[src/rtl/line_extract.sv]
// Recovers one line segment per frame from a raster-order pixel mask stream.
// Optional macro LINE_EXTRACT_SMOOTH_EN averages each published endpoint with the previous one.
module line_extract #(
  parameter int MIN_PIXELS = 16,
  parameter int CNT_W      = 20
) (
  input  logic        clk_in,
  input  logic        rst_in,
  input  logic [10:0] hcount_in,
  input  logic [9:0]  vcount_in,
  input  logic        data_valid_in,
  input  logic        mask_in,
  input  logic        new_frame_in,
  output logic [10:0] x1_out,
  output logic [9:0]  y1_out,
  output logic [10:0] x2_out,
  output logic [9:0]  y2_out,
  output logic        line_active_out,
  output logic        valid_out
);

  typedef enum logic [1:0] {ACCUM, RESOLVE, PUBLISH} state_t;

  localparam logic [CNT_W-1:0] MIN_CNT = CNT_W'(MIN_PIXELS);

  state_t           r_state;
  state_t           w_next;
  logic [CNT_W-1:0] r_count;
  logic             r_any;
  logic [10:0]      r_top_x, r_bot_x, r_left_x, r_right_x;
  logic [9:0]       r_top_y, r_bot_y, r_left_y, r_right_y;
  logic             w_hit;
  logic [10:0]      w_dx, w_dy;
  logic             w_steep, w_found;
  logic [10:0]      w_raw_x1, w_raw_x2, w_new_x1, w_new_x2;
  logic [9:0]       w_raw_y1, w_raw_y2, w_new_y1, w_new_y2;

  always_ff @(posedge clk_in) begin
    if (rst_in) r_state <= ACCUM;
    else        r_state <= w_next;
  end

  always_comb begin
    w_next = r_state;
    case (r_state)
      ACCUM:   if (new_frame_in) w_next = RESOLVE;
      RESOLVE: w_next = PUBLISH;
      PUBLISH: w_next = ACCUM;
      default: w_next = ACCUM;
    endcase
  end

  // A hit coinciding with the frame boundary belongs to neither frame.
  assign w_hit = (r_state == ACCUM) && data_valid_in && mask_in && !new_frame_in;

  always_ff @(posedge clk_in) begin
    if (rst_in || r_state == PUBLISH) begin
      r_count   <= '0;
      r_any     <= 1'b0;
      r_top_x   <= '0;
      r_top_y   <= '0;
      r_bot_x   <= '0;
      r_bot_y   <= '0;
      r_left_x  <= '0;
      r_left_y  <= '0;
      r_right_x <= '0;
      r_right_y <= '0;
    end else if (w_hit) begin
      if (r_count != '1) r_count <= r_count + 1'b1;
      r_any   <= 1'b1;
      r_bot_x <= hcount_in;
      r_bot_y <= vcount_in;
      if (!r_any) begin
        r_top_x   <= hcount_in;
        r_top_y   <= vcount_in;
        r_left_x  <= hcount_in;
        r_left_y  <= vcount_in;
        r_right_x <= hcount_in;
        r_right_y <= vcount_in;
      end else begin
        // Strict compares keep the earliest hit on ties.
        if (hcount_in < r_left_x) begin
          r_left_x <= hcount_in;
          r_left_y <= vcount_in;
        end
        if (hcount_in > r_right_x) begin
          r_right_x <= hcount_in;
          r_right_y <= vcount_in;
        end
      end
    end
  end

  assign w_dy     = {1'b0, r_bot_y} - {1'b0, r_top_y};
  assign w_dx     = r_right_x - r_left_x;
  assign w_steep  = (w_dy > w_dx);
  assign w_found  = (r_count >= MIN_CNT);
  assign w_raw_x1 = w_steep ? r_top_x : r_left_x;
  assign w_raw_y1 = w_steep ? r_top_y : r_left_y;
  assign w_raw_x2 = w_steep ? r_bot_x : r_right_x;
  assign w_raw_y2 = w_steep ? r_bot_y : r_right_y;

`ifdef LINE_EXTRACT_SMOOTH_EN
  logic [11:0] w_sum_x1, w_sum_x2;
  logic [10:0] w_sum_y1, w_sum_y2;
  assign w_sum_x1 = {1'b0, x1_out} + {1'b0, w_raw_x1};
  assign w_sum_y1 = {1'b0, y1_out} + {1'b0, w_raw_y1};
  assign w_sum_x2 = {1'b0, x2_out} + {1'b0, w_raw_x2};
  assign w_sum_y2 = {1'b0, y2_out} + {1'b0, w_raw_y2};
  assign w_new_x1 = line_active_out ? w_sum_x1[11:1] : w_raw_x1;
  assign w_new_y1 = line_active_out ? w_sum_y1[10:1] : w_raw_y1;
  assign w_new_x2 = line_active_out ? w_sum_x2[11:1] : w_raw_x2;
  assign w_new_y2 = line_active_out ? w_sum_y2[10:1] : w_raw_y2;
`else
  assign w_new_x1 = w_raw_x1;
  assign w_new_y1 = w_raw_y1;
  assign w_new_x2 = w_raw_x2;
  assign w_new_y2 = w_raw_y2;
`endif

  // Results are captured leaving RESOLVE so they and valid_out appear during PUBLISH.
  always_ff @(posedge clk_in) begin
    if (rst_in) begin
      x1_out          <= '0;
      y1_out          <= '0;
      x2_out          <= '0;
      y2_out          <= '0;
      line_active_out <= 1'b0;
      valid_out       <= 1'b0;
    end else begin
      valid_out <= 1'b0;
      if (r_state == RESOLVE) begin
        valid_out       <= 1'b1;
        line_active_out <= w_found;
        if (w_found) begin
          x1_out <= w_new_x1;
          y1_out <= w_new_y1;
          x2_out <= w_new_x2;
          y2_out <= w_new_y2;
        end
      end
    end
  end

endmodule

[config.mk]
export PLATFORM = sky130hd
export DESIGN_NAME = line_extract
export DESIGN_NICKNAME = d
export VERILOG_FILES = /design/src/rtl/line_extract.sv
export SDC_FILE = /design/constraint.sdc
export NUM_CORES = 1
export LEC_CHECK = 0
export CORE_ASPECT_RATIO = 1.1
export CORE_MARGIN = 4
export CORE_UTILIZATION = 40
export DETAILED_ROUTE_END_ITERATION = 8
export PLACE_DENSITY = 0.58
export SLEW_MARGIN = 20
export SYNTH_ARGS = -nofsm -noshare
export SYNTH_HDL_FRONTEND = slang
export SYNTH_SLANG_ARGS = --single-unit
[constraint.sdc]
create_clock -name clk_in -period 5.2 [get_ports clk_in]
set_input_delay 0.52 -clock clk_in [delete_from_list [all_inputs] [get_ports clk_in]]
set_output_delay 0.52 -clock clk_in [all_outputs]
set_load 0.005 [all_outputs]
==> impl_metrics.tcl <==
set metrics [dict create \
    finalHoldViolCount 0 \
    via_per_inst 5.110 \
    clkTransAtPathRegs_ns 0.06 \
    ys_types 53 \
    outcome "complete, no violations" \
    grt_overflow 0 \
    path_max_fanout 28 \
    dp_worst_setup_slack_ns 1.244 \
    die_h_um 151.5 \
    power_density_nw_per_um2 365.7 \
    synth_common_cells "dfxtp_1, nand2_1, mux2i_1, nor2_1, a21oi_1" \
    drt-initial-drc-count 323 \
    core_area_um2 18410 \
    cts_sinks 151 \
    maxSlewViolCount 0 \
    grt_pass1_wl_mm 30.80 \
    root_buffer "clkbuf_16" \
    drc_errors 0 \
    synthFlopType "dfxtp_1" \
    io_pins 70 \
    power_mw 3.337 \
    p_leak_nw 3.501 \
    clock_skew_ns 0.009164 \
    numCtsBuffers 17 \
    period_needed_ns 3.967 \
    drt-pass1-iter-count 4 \
    maxCapViolCount 0 \
    fmax_mhz 252.1 \
    cp.arrival_ns 4.26 \
    placed_cell_area_um2 8414 \
    slew_headroom 0.2481 \
    synth_edf_count 0 \
    drive_above_1_share 0.06190 \
    synth_area_per_cell_um2 8.617 \
    hold_path.class "flop to flop" \
    synthArstFlopShare 0 \
    fin_cells 1180 \
    fin_nets 1007 \
    cts_max_level 4 \
    synthesis.nets 951 \
    grt_max_degree 106 \
    clk_path_buf_depth 2 \
    worst_slew_pin_slew_ns 1.128 \
    final.setup.worst_slack_ns 1.233 \
    final_area_um2 9124 \
    antenna_found_initial 0 \
    cts_setup_buffers 0 \
    yosys-top-cells-area "dfxtp_1, mux2i_1, ha_1, nand2_1, nor2_1" \
    grt_use_total 0.1819 \
    io_buffers 69 \
    cts_tree "yes" \
    r2r_setup_slack_ns 1.23 \
    ir_worst_vdd_uv 248.9 \
    fp.dieW_um 138.5 \
    rsz0062_at_grt "false" \
    synth-seq-cells 151 \
    fin_setup_tns_ns 0 \
    dpl.hpwl_mm 12.49 \
    critPathLaunchType "flop" \
    start_util 0.4067 \
    critical_path_required_ns 5.49 \
    gp_congestion 0.7960 \
    dp_cells 1148 \
    cts_resized 0 \
    timing.critical_path.to_type "flop" \
    period_share 0.7629 \
    yosys.area.top_type "dfxtp_1" \
    fillers 1771 \
    cts_hold_buf 0 \
    wl_per_cell_um 15.39 \
    ys_warn_count 0 \
    antenna_left 0 \
    grt_pass1_vias 6032 \
    dieArea_um2 20980 \
    yosys.area.top_type_share 0.4037 \
    clk_latency_ns 0.42 \
    routed_wirelength_mm 18.16 \
    synthesis.area_um2 7488 \
    setup-violations-final 0 \
    area_growth_pct 21.84 \
    critPathKind "flop to flop" \
    synth_seq_area_share 0.4037 \
    syn_inst 869 \
    row_count 52 \
    diodes 0 \
    vias 6030 \
    yosys.cell_count.top_type "dfxtp_1" \
]
## final timing paths
check	from	cells after the start	endpoint
setup / recovery	r_bot_y[0]	18	y2_out[7]
hold reg to reg	y1_out[1]	2	y1_out[1]
setup reg to reg	r_bot_y[0]	18	y2_out[7]
hold / removal	y1_out[1]	2	y1_out[1]
## layout make-up
| class | count | area, um^2 | share of cell area |
|---|---|---|---|
| Timing Repair Buffer | 78 | 770.7 | 0.08448 |
| Inverter | 46 | 172.7 | 0.01892 |
| Multi-Input combinational cell | 631 | 4164 | 0.4564 |
| Sequential cell | 151 | 3023 | 0.3313 |
| Tap cell | 243 | 304.0 | 0.03332 |
| Clock inverter | 12 | 246.5 | 0.02702 |
| Clock buffer | 19 | 442.9 | 0.04855 |
## worst max-delay path, cell delays in order (launching register included)
cell and delay, ns:
dfxtp_1 0.33, inv_1 0.06, ha_1 0.18, inv_1 0.06
fa_1 0.40, a21o_1 0.17, a21oi_1 0.21, o21ai_1 0.12
o41ai_1 0.41, nor2_1 0.10, a211oi_1 0.25, ha_1 0.30
a21oi_1 0.13, o21ai_1 0.09, nor4_1 0.32, nor3_2 0.09
buf_4 0.30, mux2i_1 0.24, o21ai_1 0.07
## state kept, by name, indices dropped and copies added (netlist names)
register / cells
r_right_x: 11
line_active_out: 1
x1_out: 11
r_right_y: 10
y1_out: 10
r_bot_x: 11
r_left_y: 10
y2_out: 10
r_any: 1
r_top_y: 10
r_left_x: 11
r_top_x: 11
valid_out: 1
x2_out: 11
r_count: 20
r_state: 2
r_bot_y: 10
## metrics by stage
step                      hold WS, ns    util
after global routing           0.4648  0.4955
after CTS                      0.4516  0.4944
after floorplan                0.4360       -
after detailed placement       0.4423  0.4570
final                          0.4467  0.4955
after global placement         0.4394  0.4570
## cells by family after synthesis
logic type,Yosys count,share of synthesized area
and+or+nand+nor,314,0.1936
xor gates and xnor gates,29,0.03392
adders and majority gates,56,0.09557
DFF,151,0.4037
AOI/OAI and AO/OA,146,0.1099
muxes,86,0.1150
buffers and inverters,87,0.04829
## where the power goes
group / internal [mW] / switching (mW)
Combinational: 0.300 / 0.387
Sequential: 1.18 / 0.0186
Clock: 0.960 / 0.491
Total: 2.44 / 0.897
## cell usage in the layout, fill, tap and decap left out, types with 8 or more instances in the layout
cell type	synthesis	routed
dfxtp_1	151	151
mux2i_1	86	86
nand3_1	12	12
xnor2_1	23	23
nor2b_1	8	8
o21ai_0	13	13
nand2_1	148	148
nor3_1	12	11
clkdlybuf4s50_1	0	69
a21oi_1	64	63
inv_1	46	46
nor2_1	86	86
buf_4	0	8
o21ai_1	42	42
clkbuf_16	0	17
ha_1	54	54
## routing by layer
layer,GRT usage,part of all wire,vias up,routed length (um)
met5,0,0,-,0
met4,0.06670,0.020,0,358
met3,0.03421,0.042,23,766
met2,0.2981,0.46,96,8291
met1,0.2412,0.48,2826,8743
li1,-,-,3085,-
No activity file was read; power rests on OpenSTA's default activity.
